### src/rtl/sys_pkg_stream.sv
`default_nettype none
// ============================================================================
// Package : sys_pkg_stream -- byte-stream helpers (keep-mask select, width check)
// Rev     : 1.0
// ============================================================================
package sys_pkg_stream;

   localparam int c_max_bytes = 8;

   function automatic bit word_bytes_ok(input int n);
      return (n >= 2) && (n <= c_max_bytes);
   endfunction

   // Index of the next byte to emit: lowest set bit, or highest when msb_first.
   function automatic int keep_sel(input logic [c_max_bytes-1:0] mask, input logic msb_first);
      int sel;
      sel = 0;
      if (msb_first) begin
         for (int i = 0; i < c_max_bytes; i++) begin
            if (mask[i]) sel = i;
         end
      end else begin
         for (int i = c_max_bytes - 1; i >= 0; i--) begin
            if (mask[i]) sel = i;
         end
      end
      return sel;
   endfunction

endpackage : sys_pkg_stream
`default_nettype wire

### src/rtl/sys_pkg_type.sv
`default_nettype none
// ============================================================================
// Package : sys_pkg_type -- scalar types shared across the sys_* blocks
// Rev     : 1.0
// ============================================================================
package sys_pkg_type;

   typedef logic [7:0] u8;

endpackage : sys_pkg_type
`default_nettype wire

### src/rtl/sys_skid_buf.sv
`default_nettype none
// ============================================================================
// Module : sys_skid_buf -- one-word skid buffer, registered valid and ready
// Rev    : 1.0
// ============================================================================
module sys_skid_buf #(
   parameter int WIDTH = 8
) (
   input  logic             i_clk,
   input  logic             i_rst_n,
   input  logic             i_valid,
   output logic             o_ready,
   input  logic [WIDTH-1:0] i_data,
   output logic             o_valid,
   input  logic             i_ready,
   output logic [WIDTH-1:0] o_data
);

   logic             r_out_valid;
   logic             r_skid_valid;
   logic             r_ready;
   logic [WIDTH-1:0] r_out_data;
   logic [WIDTH-1:0] r_skid_data;
   logic             w_in_fire;
   logic             w_skid_nxt;

   assign w_in_fire  = i_valid & r_ready;
   // The skid slot fills only when a word arrives while the output is stalled.
   assign w_skid_nxt = r_skid_valid ? ~i_ready : (w_in_fire & r_out_valid & ~i_ready);

   always_ff @(posedge i_clk) begin
      if (!i_rst_n) begin
         r_out_valid  <= 1'b0;
         r_skid_valid <= 1'b0;
         r_ready      <= 1'b0;
         r_out_data   <= '0;
         r_skid_data  <= '0;
      end else begin
         r_skid_valid <= w_skid_nxt;
         r_ready      <= ~w_skid_nxt;
         if (r_skid_valid) begin
            if (i_ready) r_out_data <= r_skid_data;
         end else if (w_in_fire) begin
            if (r_out_valid && !i_ready) begin
               r_skid_data <= i_data;
            end else begin
               r_out_data  <= i_data;
               r_out_valid <= 1'b1;
            end
         end else if (i_ready) begin
            r_out_valid <= 1'b0;
         end
      end
   end

   assign o_ready = r_ready;
   assign o_valid = r_out_valid;
   assign o_data  = r_out_data;

endmodule : sys_skid_buf
`default_nettype wire

### src/rtl/sys_word2byte.sv
`default_nettype none
// ============================================================================
// Module : sys_word2byte -- keep-qualified word to byte-stream serializer;
//          SYS_WORD2BYTE_SKID_EN adds an input skid stage for gapless words
// Rev    : 1.0
// ============================================================================
module sys_word2byte
   import sys_pkg_type::*;
   import sys_pkg_stream::*;
#(
   parameter int WORD_BYTES = 4,
   parameter bit BIG_ENDIAN = 1'b0
) (
   input  logic                    i_clk,
   input  logic                    i_rst_n,
   input  logic                    i_valid,
   output logic                    o_ready,
   input  logic [8*WORD_BYTES-1:0] i_data,
   input  logic [WORD_BYTES-1:0]   i_keep,
   input  logic                    i_last,
   output logic                    o_valid,
   input  logic                    i_ready,
   output u8                       o_data,
   output logic                    o_last
);

   localparam int         c_idx_w    = $clog2(WORD_BYTES);
   localparam logic [0:0] c_st_idle  = 1'b0;
   localparam logic [0:0] c_st_shift = 1'b1;

   if (!word_bytes_ok(WORD_BYTES)) begin : g_bad_width
      $error("sys_word2byte: WORD_BYTES must be in 2..8");
   end

   logic                    w_in_valid;
   logic [8*WORD_BYTES-1:0] w_in_data;
   logic [WORD_BYTES-1:0]   w_in_keep;
   logic                    w_in_last;
   logic                    w_core_ready;

`ifdef SYS_WORD2BYTE_SKID_EN
   localparam int c_pay_w = 8*WORD_BYTES + WORD_BYTES + 1;
   logic [c_pay_w-1:0] w_skid_out;

   sys_skid_buf #(
      .WIDTH (c_pay_w)
   ) u_skid (
      .i_clk   (i_clk),
      .i_rst_n (i_rst_n),
      .i_valid (i_valid),
      .o_ready (o_ready),
      .i_data  ({i_last, i_keep, i_data}),
      .o_valid (w_in_valid),
      .i_ready (w_core_ready),
      .o_data  (w_skid_out)
   );

   assign {w_in_last, w_in_keep, w_in_data} = w_skid_out;
`else
   assign w_in_valid = i_valid;
   assign w_in_data  = i_data;
   assign w_in_keep  = i_keep;
   assign w_in_last  = i_last;
   assign o_ready    = w_core_ready;
`endif

   logic [0:0]                  r_state;
   logic [0:0]                  w_state_nxt;
   logic [WORD_BYTES-1:0][7:0]  r_data;
   logic [WORD_BYTES-1:0]       r_keep;
   logic                        r_last;
   logic                        r_ready_en;
   logic [c_idx_w-1:0]          w_sel;
   logic [WORD_BYTES-1:0]       w_sel_oh;
   logic [WORD_BYTES-1:0]       w_keep_left;
   logic                        w_final;
   logic                        w_out_fire;
   logic                        w_load;

   assign w_sel       = c_idx_w'(keep_sel(8'(r_keep), BIG_ENDIAN));
   assign w_sel_oh    = WORD_BYTES'(1) << w_sel;
   assign w_keep_left = r_keep & ~w_sel_oh;
   assign w_final     = (w_keep_left == '0);
   assign w_out_fire  = o_valid & i_ready;

   // Ready never looks at the input valid; r_ready_en holds it low for the reset edge.
   assign w_core_ready = r_ready_en & ((r_state == c_st_idle) | (w_out_fire & w_final));
   assign w_load       = w_in_valid & w_core_ready & (|w_in_keep);

   always_ff @(posedge i_clk) begin
      if (!i_rst_n) r_state <= c_st_idle;
      else          r_state <= w_state_nxt;
   end

   always_comb begin
      w_state_nxt = r_state;
      case (r_state)
         c_st_idle:  if (w_load) w_state_nxt = c_st_shift;
         c_st_shift: if (w_out_fire && w_final && !w_load) w_state_nxt = c_st_idle;
         default:    w_state_nxt = c_st_idle;
      endcase
   end

   always_ff @(posedge i_clk) begin
      if (!i_rst_n) begin
         r_data     <= '0;
         r_keep     <= '0;
         r_last     <= 1'b0;
         r_ready_en <= 1'b0;
      end else begin
         r_ready_en <= 1'b1;
         if (w_load) begin
            r_data <= w_in_data;
            r_keep <= w_in_keep;
            r_last <= w_in_last;
         end else if (w_out_fire) begin
            r_keep <= w_keep_left;
         end
      end
   end

   always_comb begin
      o_valid = (r_state == c_st_shift);
      o_data  = r_data[w_sel];
      o_last  = (r_state == c_st_shift) & r_last & w_final;
   end

endmodule : sys_word2byte
`default_nettype wire
### config.mk
export PLATFORM = sky130hd
export DESIGN_NAME = sys_word2byte
export DESIGN_NICKNAME = d
export VERILOG_FILES = /design/src/rtl/sys_pkg_stream.sv /design/src/rtl/sys_pkg_type.sv /design/src/rtl/sys_skid_buf.sv /design/src/rtl/sys_word2byte.sv
export SDC_FILE = /design/constraint.sdc
export NUM_CORES = 1
export LEC_CHECK = 0
export ABC_AREA = 1
export BUFFER_PORTS_ARGS = -buffer_cell sky130_fd_sc_hd__buf_2
export CAP_MARGIN = 20
export CORE_UTILIZATION = 54
export CTS_BUF_LIST = sky130_fd_sc_hd__clkbuf_16
export CTS_CLUSTER_DIAMETER = 50
export DETAILED_ROUTE_END_ITERATION = 7
export GPL_TIMING_DRIVEN = 0
export PLACE_DENSITY = 0.91
export SYNTH_ARGS = -nofsm -noshare
export SYNTH_HDL_FRONTEND = slang
export SYNTH_SLANG_ARGS = --single-unit
### constraint.sdc
create_clock -name i_clk -period 3.15 [get_ports i_clk]
set_input_delay 0.315 -clock i_clk [delete_from_list [all_inputs] [get_ports i_clk]]
set_output_delay 0.315 -clock i_clk [all_outputs]
set_load 0.05 [all_outputs]
Word level (Yosys, flattened, before mapping):

Index checks and enable logic that the tools add are counted.

* input bits: 41
* bits in registers: 39
* word-level logic and storage cells: 39

* $lt $le $gt $ge: 1
* reduce and logical (&&, ||, !) cells: 6
* mux-type cells: 12
* shifts and indexed selects: 1
* bitwise logic cells: 11

Operators by type and width (count)
* 8-bit binary-select mux with 2-bit select: 1
* 2-bit 2-to-1 mux: 4
* 4-bit 2-to-1 mux: 2
* 8-bit 2-to-1 mux: 1
* 1-bit AND: 7
* 4-bit AND: 1
* 4-bit logical NOT: 1
* 4-bit NOT: 1
* 4-bit OR reduction: 1
* 1-bit by 2-bit left shift with 4-bit output, first input constant: 1
* 2-bit by 3-bit < comparator with 1-bit output, second input constant: 1
* 1-bit 2-to-1 mux: 3
* 1-bit logical AND: 2
* 1-bit one-hot mux with 2 select lines: 1
* 2-bit nonzero test: 1
* 1-bit logical NOT: 1
* 1-bit NOT: 1
* 1-bit bitwise OR: 1

Longest topological paths before layout:

* depth in word-level cells: 17
* mapped depth: 11

Worst setup path after synthesis:

Ideal clock, no wire load.

* path type: register to output
* start point: reg r_state (netlist: o_valid)
* end point: out o_last
* cell stages (with the launch flop): 3
* path buffers: 0
* arrival time: 2308 ps
* path slack: 527 ps
* cell sequence: dfxtp_1 nand2_1 nor4_1

* longest elaborated chain between the ends: 2

RTL lines
* start, declared: RTL line sys_word2byte.sv:67 `logic [0:0] r_state;`
* start signal, assigned: RTL line sys_word2byte.sv:91 `if (!i_rst_n) r_state <= c_st_idle;`
* start signal, assigned: RTL line sys_word2byte.sv:92 `else r_state <= w_state_nxt;`
* 1-bit AND (2 in a row): RTL line sys_word2byte.sv:125 `o_last = (r_state == c_st_shift) & r_last & w_final;`
* end, declared: RTL line sys_word2byte.sv:24 `output logic o_last`

Every way passes these cells.

Worst setup path in the final report:

* start point: reg r_keep[3]
* end point: out o_data[5]

* longest elaborated chain between the ends: 6

RTL lines
* start, declared: RTL line sys_word2byte.sv:70 `logic [WORD_BYTES-1:0] r_keep;`
* start signal, assigned: RTL line sys_word2byte.sv:114 `r_keep <= w_in_keep;`
* start signal, assigned: RTL line sys_word2byte.sv:117 `r_keep <= w_keep_left;`
* 2-bit 2-to-1 mux (4 in a row): RTL line sys_pkg_stream.sv:24 `if (mask[i]) sel = i;`
* 8-bit binary-select mux with 2-bit select: RTL line sys_word2byte.sv:124 `o_data = r_data[w_sel];`
* 8-bit 2-to-1 mux (not written as such): RTL line sys_word2byte.sv:124
* end, declared: RTL line sys_word2byte.sv:23 `output u8 o_data,`

Every way passes these cells. The select of a mux whose other input is x is not followed.

==> flow_metrics.tcl <==
set metrics [dict create \
    switching_share_pct 28.0 \
    intPower_mw 0.976 \
    initial_utilization_pct 56.7 \
    track_usage_pct 27.1 \
    hold_depth 1 \
    avgSynthCellArea_um2 7.56 \
    drt_wl_total_mm 4.20 \
    cts.sinks 39 \
    start_kind "register" \
    fmax_mhz 416 \
    yosys-top-cells-area "dfxtp_1, a21oi_1, nand2_1" \
    wl_met1_mm 1.87 \
    rows 20 \
    cts.path.max_buffers 2 \
    htreeDepth 2 \
    p_per_area_mw_per_mm2 619 \
    crit-reg2reg-capture "r_data[7]" \
    cp-end-kind "primary output" \
    violations "DRC" \
    cts_buffers 5 \
    r2r-start "r_keep[0]" \
    combPwrFrac_pct 18.9 \
    vias 1714 \
    final-hold-violation-count 0 \
    met3WireLength_um 252 \
    grt_max_degree 13 \
    die-area_mm2 0.00341 \
    yosys_warnings 0 \
    cts_resized 0 \
    syn_to_final_growth_pct 27.6 \
    power_frac_seq_pct 39.9 \
    ctsHoldBuffers 0 \
    die_w_um 58.4 \
    grt_overflow 0 \
    drive_gt1_share_pct 25.2 \
    clk_latency_ns 0.28 \
    ys_types 24 \
    slowest_stage "o21bai_1" \
    power_switching_mw 0.379 \
    min_path_type "in -> reg" \
    worst_path_most_repeated_cell "buf_2" \
    rr_worst_depth 9 \
    finalSetupTns_ns 0 \
    num_antenna_cells 0 \
    first_pass_iters 6 \
    clock_power_share_pct 41.2 \
    path_cells "inv_1 > nor2_2 > o21bai_1 > buf_2 > nand2_1 > o211ai_1 > o221ai_1 > buf_2" \
    post_cts_buffers 0 \
    grt_pass1_vias 1576 \
    maxCapViolCount 0 \
    hpwlAfterDp_mm 3.05 \
    via_per_inst 5.19 \
    synth_top_area_share_pct 45.5 \
    fin_crit_ns 2.40 \
    top_layer_used "met4" \
    relSlewSlack_pct 63.7 \
    clock-skew-final_ns 0.00185 \
    p_leak_nw 0.999 \
    drcViolationCount 1 \
    critPathBufInv 3 \
    crit_arrival_ns 2.09 \
    post-route-period-util_pct 76.3 \
    fp.coreArea_mm2 0.00303 \
    place.gp.congestion 0.805 \
    ir_drop_mv 0.399 \
    yosys.area.top_type "dfxtp_1" \
    antenna_found_initial 0 \
    numPortBuffers 51 \
    drt_first_iter_violations 107 \
    syn-num-nets 268 \
    place_ws_ns 1.10 \
    clkTransAtPathRegs_ns 0.05 \
    grt_pass1_wl_mm 6.83 \
    min-delay-start "i_rst_n" \
    io_pins 52 \
    synth_seq_cells 39 \
    tritoncts "done" \
    ant_nets 0 \
    final-max-slew-violation-count 0 \
    yosysSeqAreaShare_pct 45.5 \
    setup_viol 0 \
    status "finished, violations left" \
    worstPathRequired_ns 2.83 \
    crit_type "reg -> out" \
    setup_slack_ns 0.747 \
    met2_length_mm 2.03 \
    nets 326 \
    cp_max_fo 10 \
    die_y_um 58.4 \
    clock-root-buffer "clkbuf_16" \
    synth_area_mm2 0.00172 \
    hold_end "r_ready_en" \
    cpLargestDelayFamily "compound AO/OA/AOI/OAI gates" \
    reg2reg_slack_ns 1.29 \
    synth_cells 227 \
    rsz0062_at_grt "no" \
    critPathMaxStageDelay_ns 0.44 \
    worst_pin_slew_ns 0.541 \
    wire_per_inst_um 12.7 \
]
power groups by stage:
| stage | sequential (mW) | clock (mW) | combinational, mW |
|---|---|---|---|
| 5_1_grt | 0.543 | 0.583 | 0.280 |
| 2_1_floorplan | 0.550 | 0 | 0.178 |
| 3_3_place_gp | 0.549 | 0 | 0.249 |
| 6_report | 0.540 | 0.559 | 0.257 |
| 3_5_place_dp | 0.550 | 0 | 0.255 |
| 4_1_cts | 0.540 | 0.561 | 0.256 |
worst reg2reg max path, cell delays in order, from the launching register on:
cell,delay (ns)
dfxtp_1,0.35
nor2_2,0.20
nand2_2,0.18
nand2_1,0.16
nand3_2,0.11
nand2_4,0.11
nand3_4,0.11
clkbuf_1,0.24
o21ai_0,0.22
a21oi_1,0.06
cells in the final DEF (no fill, tap or decap):
cell       Yosys  routed
a21boi_1       1       1
a21oi_1       34      34
buf_2          3      54
buf_4          1       1
buf_6          3       3
bufinv_16      0       1
clkbuf_1       4       4
clkbuf_16      0       5
clkinv_1       0       1
clkinv_2       0       1
dfxtp_1       39      39
inv_1         34      34
inv_2          1       1
nand2_1       39      39
nand2_2        1       1
nand2_4        1       1
nand3_1        1       1
nand3_2        1       1
nand3_4        1       1
nand4_1        3       3
nor2_1        14      14
nor2_2         2       2
nor4_1         1       1
o211ai_1       8       8
o21ai_0       25      25
o21ai_1        1       1
o21bai_1       1       1
o221ai_1       8       8
sequential cells by signal (all words and copies together), names as in the netlist:
| name | cells |
|---|---|
| r_data | 32 |
| r_keep | 4 |
| r_last | 1 |
| o_valid | 1 |
| r_ready_en | 1 |
per-layer routing:
layer,vias up,GRT usage [%]
met5,-,0
met4,0,9.18
met3,8,6.59
met2,61,44.8
met1,778,34.8
li1,867,-
synth_stat cells:
master / n
nand2_1: 39
a21boi_1: 1
o21ai_1: 1
nand3_4: 1
nor4_1: 1
o211ai_1: 8
nand4_1: 3
clkbuf_1: 4
dfxtp_1: 39
buf_4: 1
nand2_2: 1
buf_6: 3
nand3_2: 1
inv_2: 1
o221ai_1: 8
nor2_2: 2
nand3_1: 1
a21oi_1: 34
buf_2: 3
inv_1: 34
o21bai_1: 1
nor2_1: 14
nand2_4: 1
o21ai_0: 25
worst max path at each step:
stage,end,start,cells past startpoint,slack [ns]
floorplan,o_last,o_valid,2,0.53
global placement,o_data[5],r_keep[3],8,1.10
detailed placement,o_data[5],r_keep[3],8,1.10
CTS,o_data[5],r_keep[3],8,0.79
global route,o_data[5],r_keep[3],8,0.61
finish,o_data[5],r_keep[3],8,0.75
per-stage QoR:
| step | total power, mW | cells | instance area [um^2] | utilization, % | hold WS, ns |
|---|---|---|---|---|---|
| after floorplan | 0.729 | 227 | 1720 | - | 0.343 |
| after global routing | 1.41 | 330 | 2190 | 72.3 | 0.264 |
| final | 1.36 | 330 | 2190 | 72.3 | 0.271 |
| after global placement | 0.798 | 322 | 2030 | 66.9 | 0.439 |
| after detailed placement | 0.805 | 322 | 2030 | 66.9 | 0.443 |
| after CTS | 1.36 | 330 | 2190 | 72.3 | 0.260 |
layout make-up:
cell class,count,area (um^2)
inverter,35,131
fill,245,838
tap,44,55.1
buffer,11,71.3
timing repair buffer,51,255
sequential,39,781
clock buffer,5,125
multi-input combinational,142,732
clock inverter,3,38.8
logic make-up (layout without fill, tap and decap cells):
logic type / count (synthesis) / after routing / share of synthesized area [%]
buf+inv: 46 / 105 / 11.8
compound gates: 78 / 78 / 26.0
flops: 39 / 39 / 45.5
simple gates: 64 / 64 / 16.7
No activity file was read; power rests on OpenSTA's default activity.
